$ cat config.mk
export PLATFORM = sky130hd
export DESIGN_NAME = smallcalc_ctrl_flat
export DESIGN_NICKNAME = d
export VERILOG_FILES = /design/src/rtl/smallcalc_ctrl_if.sv /design/src/rtl/smallcalc_ctrl.sv /design/src/flat_wrapper.sv
export SDC_FILE = /design/constraint.sdc
export NUM_CORES = 1
export LEC_CHECK = 0
export CAP_MARGIN = 20
export CORE_MARGIN = 1
export CORE_UTILIZATION = 49
export CTS_BUF_LIST = sky130_fd_sc_hd__clkbuf_8
export CTS_CLUSTER_DIAMETER = 150
export DETAILED_ROUTE_END_ITERATION = 16
export GPL_TIMING_DRIVEN = 0
export PLACE_DENSITY = 0.78
export SYNTH_ARGS = -nofsm -noshare
export SYNTH_HDL_FRONTEND = slang
export SYNTH_SLANG_ARGS = --single-unit
export TNS_END_PERCENT = 5
$ cat constraint.sdc
create_clock -name clk -period 3.8 [get_ports clk]
set_clock_uncertainty 0.2 [all_clocks]
set_input_delay 0.76 -clock clk [delete_from_list [all_inputs] [get_ports clk]]
set_output_delay 0.76 -clock clk [all_outputs]
set_load 0.1 [all_outputs]
$ cat src/rtl/smallcalc_ctrl_if.sv
// Register-file bus between the calculator sequencer and its register file:
// one write port and two combinational read ports.
interface smallcalc_ctrl_if #(
  parameter int DW = 5,
  parameter int AW = 2
);
  logic          rea;
  logic          reb;
  logic [AW-1:0] raa;
  logic [AW-1:0] rab;
  logic          we;
  logic [AW-1:0] wa;
  logic [DW-1:0] din;
  logic [DW-1:0] douta;
  logic [DW-1:0] doutb;

  // The sequencer drives addresses, enables and write data; the RF returns read data.
  modport master (
    output rea, reb, raa, rab, we, wa, din,
    input  douta, doutb
  );

  modport slave (
    input  rea, reb, raa, rab, we, wa, din,
    output douta, doutb
  );
endinterface

$ cat src/rtl/smallcalc_ctrl.sv
// Moore sequencer for the small calculator: loads two operands into the RF,
// reads them back, runs a DW-bit ALU, writes the result and re-reads it.
module smallcalc_ctrl #(
  parameter int DW    = 5,
  parameter int AW    = 2,
  parameter int REG_A = 0,
  parameter int REG_B = 1,
  parameter int REG_R = 2
) (
  input  logic          clk,
  input  logic          rst_n,
  input  logic          go,
  input  logic [1:0]    op,
  input  logic [DW-1:0] in_a,
  input  logic [DW-1:0] in_b,
  smallcalc_ctrl_if.master rf,
  output logic [DW-1:0] result,
  output logic          ovf,
  output logic          busy,
  output logic          done,
  output logic [2:0]    fsm_state
);

  localparam logic [AW-1:0] ADDR_A = AW'(REG_A);
  localparam logic [AW-1:0] ADDR_B = AW'(REG_B);
  localparam logic [AW-1:0] ADDR_R = AW'(REG_R);

  typedef enum logic [2:0] {
    IDLE   = 3'd0,
    LOAD_A = 3'd1,
    LOAD_B = 3'd2,
    READ   = 3'd3,
    EXEC   = 3'd4,
    OUT    = 3'd5,
    DONE_S = 3'd6
  } state_t;

  state_t        state;
  state_t        state_next;
  logic [1:0]    op_q;
  logic [DW-1:0] a_q;
  logic [DW-1:0] b_q;
  logic [DW-1:0] opa;
  logic [DW-1:0] opb;
  logic [DW:0]   sum6;
  logic          we_raw;
  logic          rea_raw;
  logic          reb_raw;

  assign fsm_state = state;

  always_ff @(posedge clk) begin
    if (!rst_n) state <= IDLE;
    else        state <= state_next;
  end

  // go is only honoured in IDLE, so requests arriving while busy are dropped.
  always_comb begin
    state_next = state;
    case (state)
      IDLE:    if (go) state_next = LOAD_A;
      LOAD_A:  state_next = LOAD_B;
      LOAD_B:  state_next = READ;
      READ:    state_next = EXEC;
      EXEC:    state_next = OUT;
      OUT:     state_next = DONE_S;
      DONE_S:  state_next = IDLE;
      default: state_next = IDLE;
    endcase
  end

  // ALU works one bit wider so the top bit is the carry (add) or borrow (sub).
  always_comb begin
    sum6 = '0;
    case (op_q)
      2'b00: sum6 = {1'b0, opa} + {1'b0, opb};
      2'b01: sum6 = {1'b0, opa} - {1'b0, opb};
      2'b10: sum6 = {1'b0, opa & opb};
      2'b11: sum6 = {1'b0, opa | opb};
      default: sum6 = '0;
    endcase
  end

  always_ff @(posedge clk) begin
    if (!rst_n) begin
      op_q   <= '0;
      a_q    <= '0;
      b_q    <= '0;
      opa    <= '0;
      opb    <= '0;
      result <= '0;
      ovf    <= 1'b0;
    end else begin
      case (state)
        IDLE: begin
          if (go) begin
            op_q <= op;
            a_q  <= in_a;
            b_q  <= in_b;
          end
        end
        READ: begin
          opa <= rf.douta;
          opb <= rf.doutb;
        end
        EXEC:    ovf <= op_q[1] ? 1'b0 : sum6[DW];
        OUT:     result <= rf.douta;
        default: ;
      endcase
    end
  end

  always_comb begin
    we_raw  = 1'b0;
    rea_raw = 1'b0;
    reb_raw = 1'b0;
    rf.raa  = '0;
    rf.rab  = '0;
    rf.wa   = '0;
    rf.din  = '0;
    busy    = (state != IDLE);
    done    = (state == DONE_S);
    case (state)
      LOAD_A: begin
        we_raw = 1'b1;
        rf.wa  = ADDR_A;
        rf.din = a_q;
      end
      LOAD_B: begin
        we_raw = 1'b1;
        rf.wa  = ADDR_B;
        rf.din = b_q;
      end
      READ: begin
        rea_raw = 1'b1;
        reb_raw = 1'b1;
        rf.raa  = ADDR_A;
        rf.rab  = ADDR_B;
      end
      EXEC: begin
        we_raw = 1'b1;
        rf.wa  = ADDR_R;
        rf.din = sum6[DW-1:0];
      end
      OUT: begin
        rea_raw = 1'b1;
        rf.raa  = ADDR_R;
      end
      default: ;
    endcase
    // Enables are masked by reset so the RF cannot be written while rst_n is low.
    rf.we  = we_raw & rst_n;
    rf.rea = rea_raw & rst_n;
    rf.reb = reb_raw & rst_n;
  end

endmodule

$ cat src/flat_wrapper.sv
// flat-port wrapper written by rule: the top's interface ports become plain ports
module smallcalc_ctrl_flat 
#(
  parameter int DW    = 5,
  parameter int AW    = 2,
  parameter int REG_A = 0,
  parameter int REG_B = 1,
  parameter int REG_R = 2
)
  (clk, rst_n, go, op, in_a, in_b, result, ovf, busy, done, fsm_state, rf_rea, rf_reb, rf_raa, rf_rab, rf_we, rf_wa, rf_din, rf_douta, rf_doutb);
  smallcalc_ctrl_if #(.DW(DW), .AW(AW)) rf_i ();
  input  logic clk;
  input  logic rst_n;
  input  logic go;
  input  logic [1:0] op;
  input  logic [DW-1:0] in_a;
  input  logic [DW-1:0] in_b;
  output logic [DW-1:0] result;
  output logic ovf;
  output logic busy;
  output logic done;
  output logic [2:0] fsm_state;
  output wire logic [$bits(rf_i.rea)-1:0] rf_rea;
  output wire logic [$bits(rf_i.reb)-1:0] rf_reb;
  output wire logic [$bits(rf_i.raa)-1:0] rf_raa;
  output wire logic [$bits(rf_i.rab)-1:0] rf_rab;
  output wire logic [$bits(rf_i.we)-1:0] rf_we;
  output wire logic [$bits(rf_i.wa)-1:0] rf_wa;
  output wire logic [$bits(rf_i.din)-1:0] rf_din;
  input wire logic [$bits(rf_i.douta)-1:0] rf_douta;
  input wire logic [$bits(rf_i.doutb)-1:0] rf_doutb;
  assign rf_rea = rf_i.rea;
  assign rf_reb = rf_i.reb;
  assign rf_raa = rf_i.raa;
  assign rf_rab = rf_i.rab;
  assign rf_we = rf_i.we;
  assign rf_wa = rf_i.wa;
  assign rf_din = rf_i.din;
  assign rf_i.douta = rf_douta;
  assign rf_i.doutb = rf_doutb;
  smallcalc_ctrl #(.DW(DW), .AW(AW), .REG_A(REG_A), .REG_B(REG_B), .REG_R(REG_R)) u_core (.clk(clk), .rst_n(rst_n), .go(go), .op(op), .in_a(in_a), .in_b(in_b), .rf(rf_i), .result(result), .ovf(ovf), .busy(busy), .done(done), .fsm_state(fsm_state));
endmodule
# After elaboration in Yosys (flattened, before gate mapping)
# Index checks and enable logic that the tools add are counted.
dict set report totals {
  ff_bits 31
  word_cells 42
  output_inout_bits 25
  in_bits 25
}
dict set report classes {
  n_reduce_logical 6
  n_eq_ne 10
  n_addsub 2
  mux 11
  n_bitwise 5
}
# cell n
set ops {}
lappend ops {{$pmux 6 s4} 1}
lappend ops {{$pmux 3 s6} 1}
lappend ops {{$pmux 5 s3} 1}
lappend ops {{$eq 3x3->1 const B} 3}
lappend ops {{$add 5x5->6} 1}
lappend ops {{$eq 3x2->1 const B} 2}
lappend ops {{$sub 5x5->6} 1}
lappend ops {{$and 5x5->5} 1}
lappend ops {{$mux 1} 5}
lappend ops {{$or 5x5->5} 1}
lappend ops {{$eq 2x2->1 const B} 2}
lappend ops {{$pmux 2 s2} 1}
lappend ops {{$and 1x1->1} 3}
lappend ops {{$eq 3x1->1 const B} 1}
lappend ops {{$logic_not 3->1} 1}
lappend ops {{$mux 3} 1}
lappend ops {{$reduce_bool 3->1} 1}
lappend ops {{$reduce_or 3->1} 1}
lappend ops {{$eq 2x1->1 const B} 1}
lappend ops {{$logic_not 2->1} 1}
lappend ops {{$mux 2} 1}
lappend ops {{$ne 2x2->1 const B} 1}
lappend ops {{$reduce_and 2->1} 1}
lappend ops {{$reduce_or 2->1} 1}

# Depth between registers and ports, before layout
# Gate-level depths: netlist (run 1).
dict set report logic_depth {
  ltp_word 4
  ltp_mapped 10
  mapped_depth_nobuf 10
}

# Worst setup path after synthesis (run 1)
# No wires, ideal clock.
dict set report synth_timing {
  path_type {register -> output}
  start {register u_core.op_q[0]}
  end {output rf_din[4]}
  n_path_buf 0
  required_time_ns 2.840
  arrival_time_ns 4.128
  path_stages_with_launch 9
  setup_slack_ns -1.288
  cell_sequence {dfxtp_1 -> nor2b_1 -> mux2_2 -> fa_1 -> inv_1 -> a21o_1 -> a21oi_1 -> xor2_1 -> o31ai_1}
}
dict set report synth_via {
  elab_chain_len 3
  word_cells_on_any_way 6
  classes_between {3 x eq/ne; 2 x mux; 1 x reduce/logical}
}
# item line_no
set synth_lines {}
lappend synth_lines {{start, declared} smallcalc_ctrl.sv:40} ;# logic [1:0] op_q;
lappend synth_lines {{start signal, assigned} smallcalc_ctrl.sv:97} ;# op_q <= op;
lappend synth_lines {{$eq 2x2->1, or another cell as far along} smallcalc_ctrl.sv:75} ;# case (op_q)
lappend synth_lines {{$pmux 6 s4 *} smallcalc_ctrl.sv:75}
lappend synth_lines {{$pmux 5 s3 *} smallcalc_ctrl.sv:123} ;# case (state)
lappend synth_lines {{end, declared} flat_wrapper.sv:29} ;# output wire logic [$bits(rf_i.din)-1:0] rf_din;
# Mark *: on every way between the ends. The rest lies on a longest branch, timed or not.

# Final worst setup path (run 1)
dict set report layout_timing {
  start {register u_core.opb[0]}
  end {output rf_din[1]}
}
dict set report layout_via {
  elab_chain_len 3
  word_cells_on_any_way 4
  classes_between {2 x add/sub; 2 x mux}
}
# item line_no
set layout_lines {}
lappend layout_lines {{start, declared} smallcalc_ctrl.sv:44} ;# logic [DW-1:0] opb;
lappend layout_lines {{start signal, assigned} smallcalc_ctrl.sv:104} ;# opb <= rf.doutb;
lappend layout_lines {{$sub 5x5->6 / $add 5x5->6 (equally long branches)} {smallcalc_ctrl.sv:77, smallcalc_ctrl.sv:76}}
lappend layout_lines {{$pmux 6 s4 *} smallcalc_ctrl.sv:75}
lappend layout_lines {{$pmux 5 s3 *} smallcalc_ctrl.sv:123}
# Marked as above.

==> results.sh, run 1 <==
export IMPL_synthArstFlopShare_pct=0
export IMPL_rsz0062_at_grt="no"
export IMPL_synth_top_cell_area_share_pct=35.8
export IMPL_cts_sinks=31
export IMPL_initial_core_util_pct=51.6
export IMPL_synth_seq_cells=31
export IMPL_finalSetupViolations=0
export IMPL_fin_nets=312
export IMPL_cp_slowest_cell="clkdlybuf4s18_2"
export IMPL_period_share_pct=96.2
export IMPL_setup_slack_ns=0.143
export IMPL_drtIter0Drc=82
export IMPL_dp_hpwl_um=3150
export IMPL_antenna_cells=0
export IMPL_clk_path_buf_depth=2
export IMPL_fmax_mhz=273
export IMPL_dp_cells=317
export IMPL_leakage_nw=0.939
export IMPL_synth_edf_count=0
export IMPL_cp_arrival_ns=2.70
export IMPL_synth_most_common_cell="nand2_1"
export IMPL_wl_met3_um=193
export IMPL_fill_cells=315
export IMPL_worst_pin_slew_ns=0.977
export IMPL_core_sq_mm=0.00336
export IMPL_drc_errors=0
export IMPL_cts_resized=29
export IMPL_ir_drop_v=0.000222
export IMPL_wl_met2_um=1870
export IMPL_netlist_area_sq_mm=0.00173
export IMPL_grt_pass1_wl_um=6520
export IMPL_stdcell_count=325
export IMPL_setup_worst_path_class="flip-flop to primary output"
export IMPL_status="complete, no violations"
export IMPL_hold_path_class="flip-flop to flip-flop"
export IMPL_critPathRequiredTime_ns=2.84
export IMPL_pwr_share_seq_pct=39.3
export IMPL_synth_common_cells="nand2_1 (61), dfxtp_1 (31), a21boi_0 (28)"
export IMPL_synth_distinct_cells=37
export IMPL_utilization_pct=70.5
export IMPL_postSynthCellCount=223
export IMPL_drv_slew=0
export IMPL_synth_largest_area_cell="dfxtp_1"
export IMPL_clk_pin_slew_worst_paths_ns=0.07
export IMPL_syn_area_per_cell_sq_um=7.78
export IMPL_relSlewSlack_pct=34.7
export IMPL_timing_hold_ws_ns=0.266
export IMPL_grt_pass1_vias=1429
export IMPL_endpoint_kind="primary output"
export IMPL_ff_latch_area_sq_um=623
export IMPL_crit_buf_inv=2
export IMPL_drive_above_1_share_pct=10.0
export IMPL_clockRootBuffer="clkbuf_8"
export IMPL_grt_total_usage_pct=23.8
export IMPL_power_density_mw_per_mm2=389
export IMPL_synth_area_leaders="dfxtp_1 (36%), nand2_1 (13%), a21boi_0 (12%), ha_1 (5.8%), o21ai_0 (3.2%)"
export IMPL_grt_max_degree=11
export IMPL_seq_area_frac_synth_pct=35.8
export IMPL_place_congestion=0.823
export IMPL_power_uw=923
export IMPL_period_needed_ns=3.66
export IMPL_routed_wl_um=4100
export IMPL_syn_to_final_growth_pct=36.7
export IMPL_die_h_um=61.5
export IMPL_path_cells="inv_1 > ha_1 > mux2_2 > fa_1 > nor2_1 > a21oi_1 > o22ai_1 > clkdlybuf4s18_2"
export IMPL_cts_tree="yes"
export IMPL_dpl_cell_area_sq_mm=0.00228
export IMPL_cts_buffers=5
export IMPL_multi_input_area_sq_mm=0.00104
export IMPL_ys_warn_count=0
export IMPL_drv_cap=0
export IMPL_h_tree_depth=2
export IMPL_overflow=0
export IMPL_firstDrtPassIters=4
export IMPL_slowest_delay_ns=0.56
export IMPL_rows=21
export IMPL_fin_tns_setup_ns=0
export IMPL_cts_setup_buffers=0
export IMPL_port_buffers=47
export IMPL_cpLargestDelayFamily="adder cells"
export IMPL_viasPerCell=5.10
export IMPL_top_layer="met4"
export IMPL_hold_viol_final=0
export IMPL_m1WireLength_um=1990
export IMPL_via_count=1656
export IMPL_switchingPower_uw=351
export IMPL_swShare_pct=38.0
export IMPL_ant_nets=0
export IMPL_io_pins=50
export IMPL_die_area_sq_mm=0.00378
export IMPL_fin_area_sq_mm=0.00237
export IMPL_internal_power_uw=572
export IMPL_startpoint_type="flip-flop"
export IMPL_antenna_found_initial=0
export IMPL_clock_power_share_pct=27.0
export IMPL_fp_dieW_um=61.5
export IMPL_dp_slack_ns=-0.670
export IMPL_p_comb_share_pct=33.7
export IMPL_insertion_delay_ns=0.28
export IMPL_wl_per_cell_um=12.6
export IMPL_ys_flop_type="dfxtp_1"
export IMPL_crit_fanout=5
export IMPL_cts_hold_buffers_added=0
==> state kept, by name, summed over array words and instances, names as in the netlist <==
signal / cells
u_core.a_q: 5
u_core.b_q: 5
u_core.fsm_state: 3
u_core.op_q: 2
u_core.opa: 5
u_core.opb: 5
u_core.ovf: 1
u_core.result: 5
==> logic make-up (layout without fill, tap and decap cells) <==
logic type                 after synthesis  count (layout)  synth area share, %
other                                    1               2                0.216
adders and majority gates               10              10                 7.50
AOI/OAI and AO/OA                       63              63                 24.9
buffers and inverters                   24              79                 6.06
xor gates and xnor gates                 5               5                 2.53
muxes                                    2               2                 1.23
DFF                                     31              31                 35.8
and+or+nand+nor                         87              87                 21.8
==> worst min-delay path, cell delays in order (launching register included) <==
cell	delay, ns
dfxtp_1	0.31
nand2_1	0.05
a21boi_0	0.06
==> cell usage in the layout (no fill, tap or decap), drive strengths merged, types with 2 or more instances in the layout <==
cell / instances
a22oi: 5
and2: 3
dfxtp: 31
nor3: 2
clkdlybuf4s50: 37
a21oi: 5
nor2b: 5
a21boi: 28
o22ai: 3
ha: 8
conb: 2
buf: 10
a31oi: 2
dlymetal6s2s: 2
nand2: 61
o31a: 2
o21a: 3
clkbuf: 13
xnor2: 4
inv: 12
nand3: 3
o21ai: 11
nor2: 8
==> power groups by stage <==
stage               Sequential, mW  Combinational, mW  Clock, mW
floorplan                    0.393              0.201          0
global placement             0.368              0.308          0
detailed placement           0.369              0.310          0
CTS                          0.362              0.310      0.253
global route                 0.365              0.333      0.269
finish                       0.362              0.311      0.249
==> routing by layer <==
| metal | global-route usage [%] | up-vias |
|---|---|---|
| li1 | - | 857 |
| met1 | 32.5 | 748 |
| met5 | 0 | - |
| met3 | 5.46 | 5 |
| met4 | 6.03 | 0 |
| met2 | 37.9 | 46 |
==> worst paths after layout <==
path / endpoint / from / depth (start not counted) / slack [ns]
hold reg to reg: u_core.b_q[3] / u_core.b_q[3] / 2 / 0.27
hold / removal: u_core.b_q[3] / u_core.b_q[3] / 2 / 0.27
setup reg to reg: u_core.ovf / u_core.opb[0] / 10 / 1.06
setup / recovery: rf_din[1] / u_core.opb[0] / 8 / 0.14
==> layout make-up <==
| type | count | area share, % |
|---|---|---|
| Multi-Input combinational cell | 169 | 43.8 |
| Inverter | 11 | 1.74 |
| Buffer | 13 | 2.69 |
| Tap cell | 46 | 2.43 |
| Sequential cell | 31 | 26.3 |
| Timing Repair Buffer | 47 | 19.5 |
| Clock buffer | 5 | 2.90 |
| Clock inverter | 3 | 0.686 |
(Power assumes the default switching activity.)
==> run 2, diff against run 1 <==
--- a/config.mk
+++ b/config.mk
@@ -11,7 +11,7 @@
 export CTS_BUF_LIST = sky130_fd_sc_hd__clkbuf_8
 export CTS_CLUSTER_DIAMETER = 150
 export DETAILED_ROUTE_END_ITERATION = 16
-export GPL_TIMING_DRIVEN = 0
+export GPL_TIMING_DRIVEN = 1
 export PLACE_DENSITY = 0.78
 export SYNTH_ARGS = -nofsm -noshare
 export SYNTH_HDL_FRONTEND = slang
==> run 2 against run 1 <==
- highest routed layer unchanged
- design area grew 0.16%
- critical path type unchanged
- combinational power about the same
- utilization grew 0.11 points
==> results.sh, run 2 (synthesis results as in run 1) <==
export IMPL_status="complete, no violations"
export IMPL_die_h_um=61.5
export IMPL_endpoint_kind="primary output"
export IMPL_cts_setup_buffers=0
export IMPL_fin_nets=301
export IMPL_finalSetupViolations=0
export IMPL_startpoint_type="flip-flop"
export IMPL_reg2reg_depth=10
export IMPL_period_share_pct=94.7
export IMPL_leakage_nw=0.911
export IMPL_fp_dieW_um=61.5
export IMPL_worst_pin_slew_ns=0.969
export IMPL_antenna_cells=0
export IMPL_fmax_mhz=278
export IMPL_setup_worst_path_class="flip-flop to primary output"
export IMPL_port_buffers=47
export IMPL_initial_core_util_pct=51.6
export IMPL_wl_per_cell_um=12.6
export IMPL_antenna_found_initial=0
export IMPL_crit_fanout=5
export IMPL_dp_hpwl_um=2890
export IMPL_hold_path_class="flip-flop to flip-flop"
export IMPL_io_pins=50
export IMPL_overflow=0
export IMPL_viasPerCell=5.11
export IMPL_firstDrtPassIters=4
export IMPL_relSlewSlack_pct=35.2
export IMPL_grt_total_usage_pct=23.8
export IMPL_cts_hold_buffers_added=0
export IMPL_place_congestion=0.844
export IMPL_h_tree_depth=2
export IMPL_fin_tns_setup_ns=0
export IMPL_r2r_start="u_core.opb[0]"
export IMPL_routed_wl_um=3960
export IMPL_rsz0062_at_grt="no"
export IMPL_die_area_sq_mm=0.00378
export IMPL_utilization_pct=70.6
export IMPL_drv_cap=0
export IMPL_cts_buffers=5
export IMPL_drc_errors=0
export IMPL_power_density_mw_per_mm2=387
export IMPL_ir_drop_v=0.000292
export IMPL_cts_sinks=31
export IMPL_grt_max_degree=34
export IMPL_ant_nets=0
export IMPL_clockRootBuffer="clkbuf_8"
export IMPL_period_needed_ns=3.60
export IMPL_drv_slew=0
export IMPL_grt_pass1_vias=1464
export IMPL_via_count=1603
export IMPL_cp_arrival_ns=2.64
export IMPL_ff2ff_setup_slack_ns=1.12
export IMPL_holdCritStartpoint="u_core.a_q[3]"
export IMPL_clk_pin_slew_worst_paths_ns=0.06
export IMPL_rows=21
export IMPL_core_sq_mm=0.00336
export IMPL_insertion_delay_ns=0.28
export IMPL_r2r_end="u_core.ovf"
export IMPL_drive_above_1_share_pct=11.6
export IMPL_layout_common_cells="nand2_1 (61), clkdlybuf4s50_1 (32), a21boi_0 (28), dfxtp_1 (28), inv_1 (13)"
export IMPL_critPathRequiredTime_ns=2.84
export IMPL_drtIter0Drc=98
export IMPL_mostFrequentLayoutCell="nand2_1"
export IMPL_min_to="u_core.a_q[3]"
export IMPL_cts_tree="yes"
export IMPL_grt_pass1_wl_um=6550
export IMPL_whs_path_depth=2
export IMPL_hold_viol_final=0
export IMPL_syn_to_final_growth_pct=36.9
export IMPL_clk_path_buf_depth=2
export IMPL_timing_hold_ws_ns=0.265
-- run 2: stage by stage --
| stage | setup WS [ns] | instance area (sq um) | cells | power [mW] |
|---|---|---|---|---|
| floorplan | -0.396 | 1750 | 224 | 0.594 |
| global placement | 0.347 | 2280 | 306 | 0.680 |
| detailed placement | 0.277 | 2280 | 306 | 0.682 |
| CTS | 0.0681 | 2360 | 314 | 0.923 |
| global route | 0.0568 | 2370 | 314 | 0.966 |
| finish | 0.203 | 2370 | 314 | 0.919 |
-- run 2: how the worst max path moves through the flow --
stage | start | to | slack, ns | cells past startpoint
finish | u_core.opb[0] | rf_din[3] | 0.20 | 11
global route | u_core.opb[0] | rf_din[3] | 0.06 | 11
CTS | u_core.op_q[0] | rf_din[3] | 0.07 | 10
detailed placement | u_core.op_q[0] | rf_din[3] | 0.28 | 10
global placement | u_core.op_q[0] | rf_din[3] | 0.35 | 10
floorplan | u_core.op_q[0] | rf_din[2] | -0.40 | 6
-- run 2: final cells by class --
type / count / area, sq um
clock buffers: 5 / 68.8
clock inverters: 3 / 12.5
fillers: 303 / 990
inverters: 11 / 41.3
multi-input cells: 169 / 1030
flip-flops and latches: 31 / 624
well taps: 46 / 57.6
repair buffers: 49 / 536
-- run 2: repair_timing --
item,in CTS,in global routing
gates resized for setup,1,4
pin swaps,0,0
gates cloned,0,0
setup endpoints to repair,1,2
-- run 2: worst max-delay path: stages, from the launching register on --
cell and delay [ns]:
dfxtp_2 0.36, inv_1 0.07, ha_1 0.29, mux2_2 0.28, inv_1 0.06, ha_1 0.21, nor2b_4 0.13, o31a_1 0.26
a21oi_1 0.21, o21ai_0 0.11, o21ai_1 0.16, buf_12 0.21
-- run 2: where the power goes --
| part | internal, mW | switching, mW |
|---|---|---|
| clock network | 0.123 | 0.120 |
| logic | 0.107 | 0.206 |
| registers | 0.344 | 0.0194 |
| total | 0.574 | 0.345 |
-- run 2: layer usage --
| layer | track usage (%) | part of all wire [%] |
|---|---|---|
| met1 | 30.3 | 46 |
| met2 | 40.1 | 48 |
| met3 | 6.30 | 5.0 |
| met4 | 5.71 | 0.48 |
| met5 | 0 | 0 |
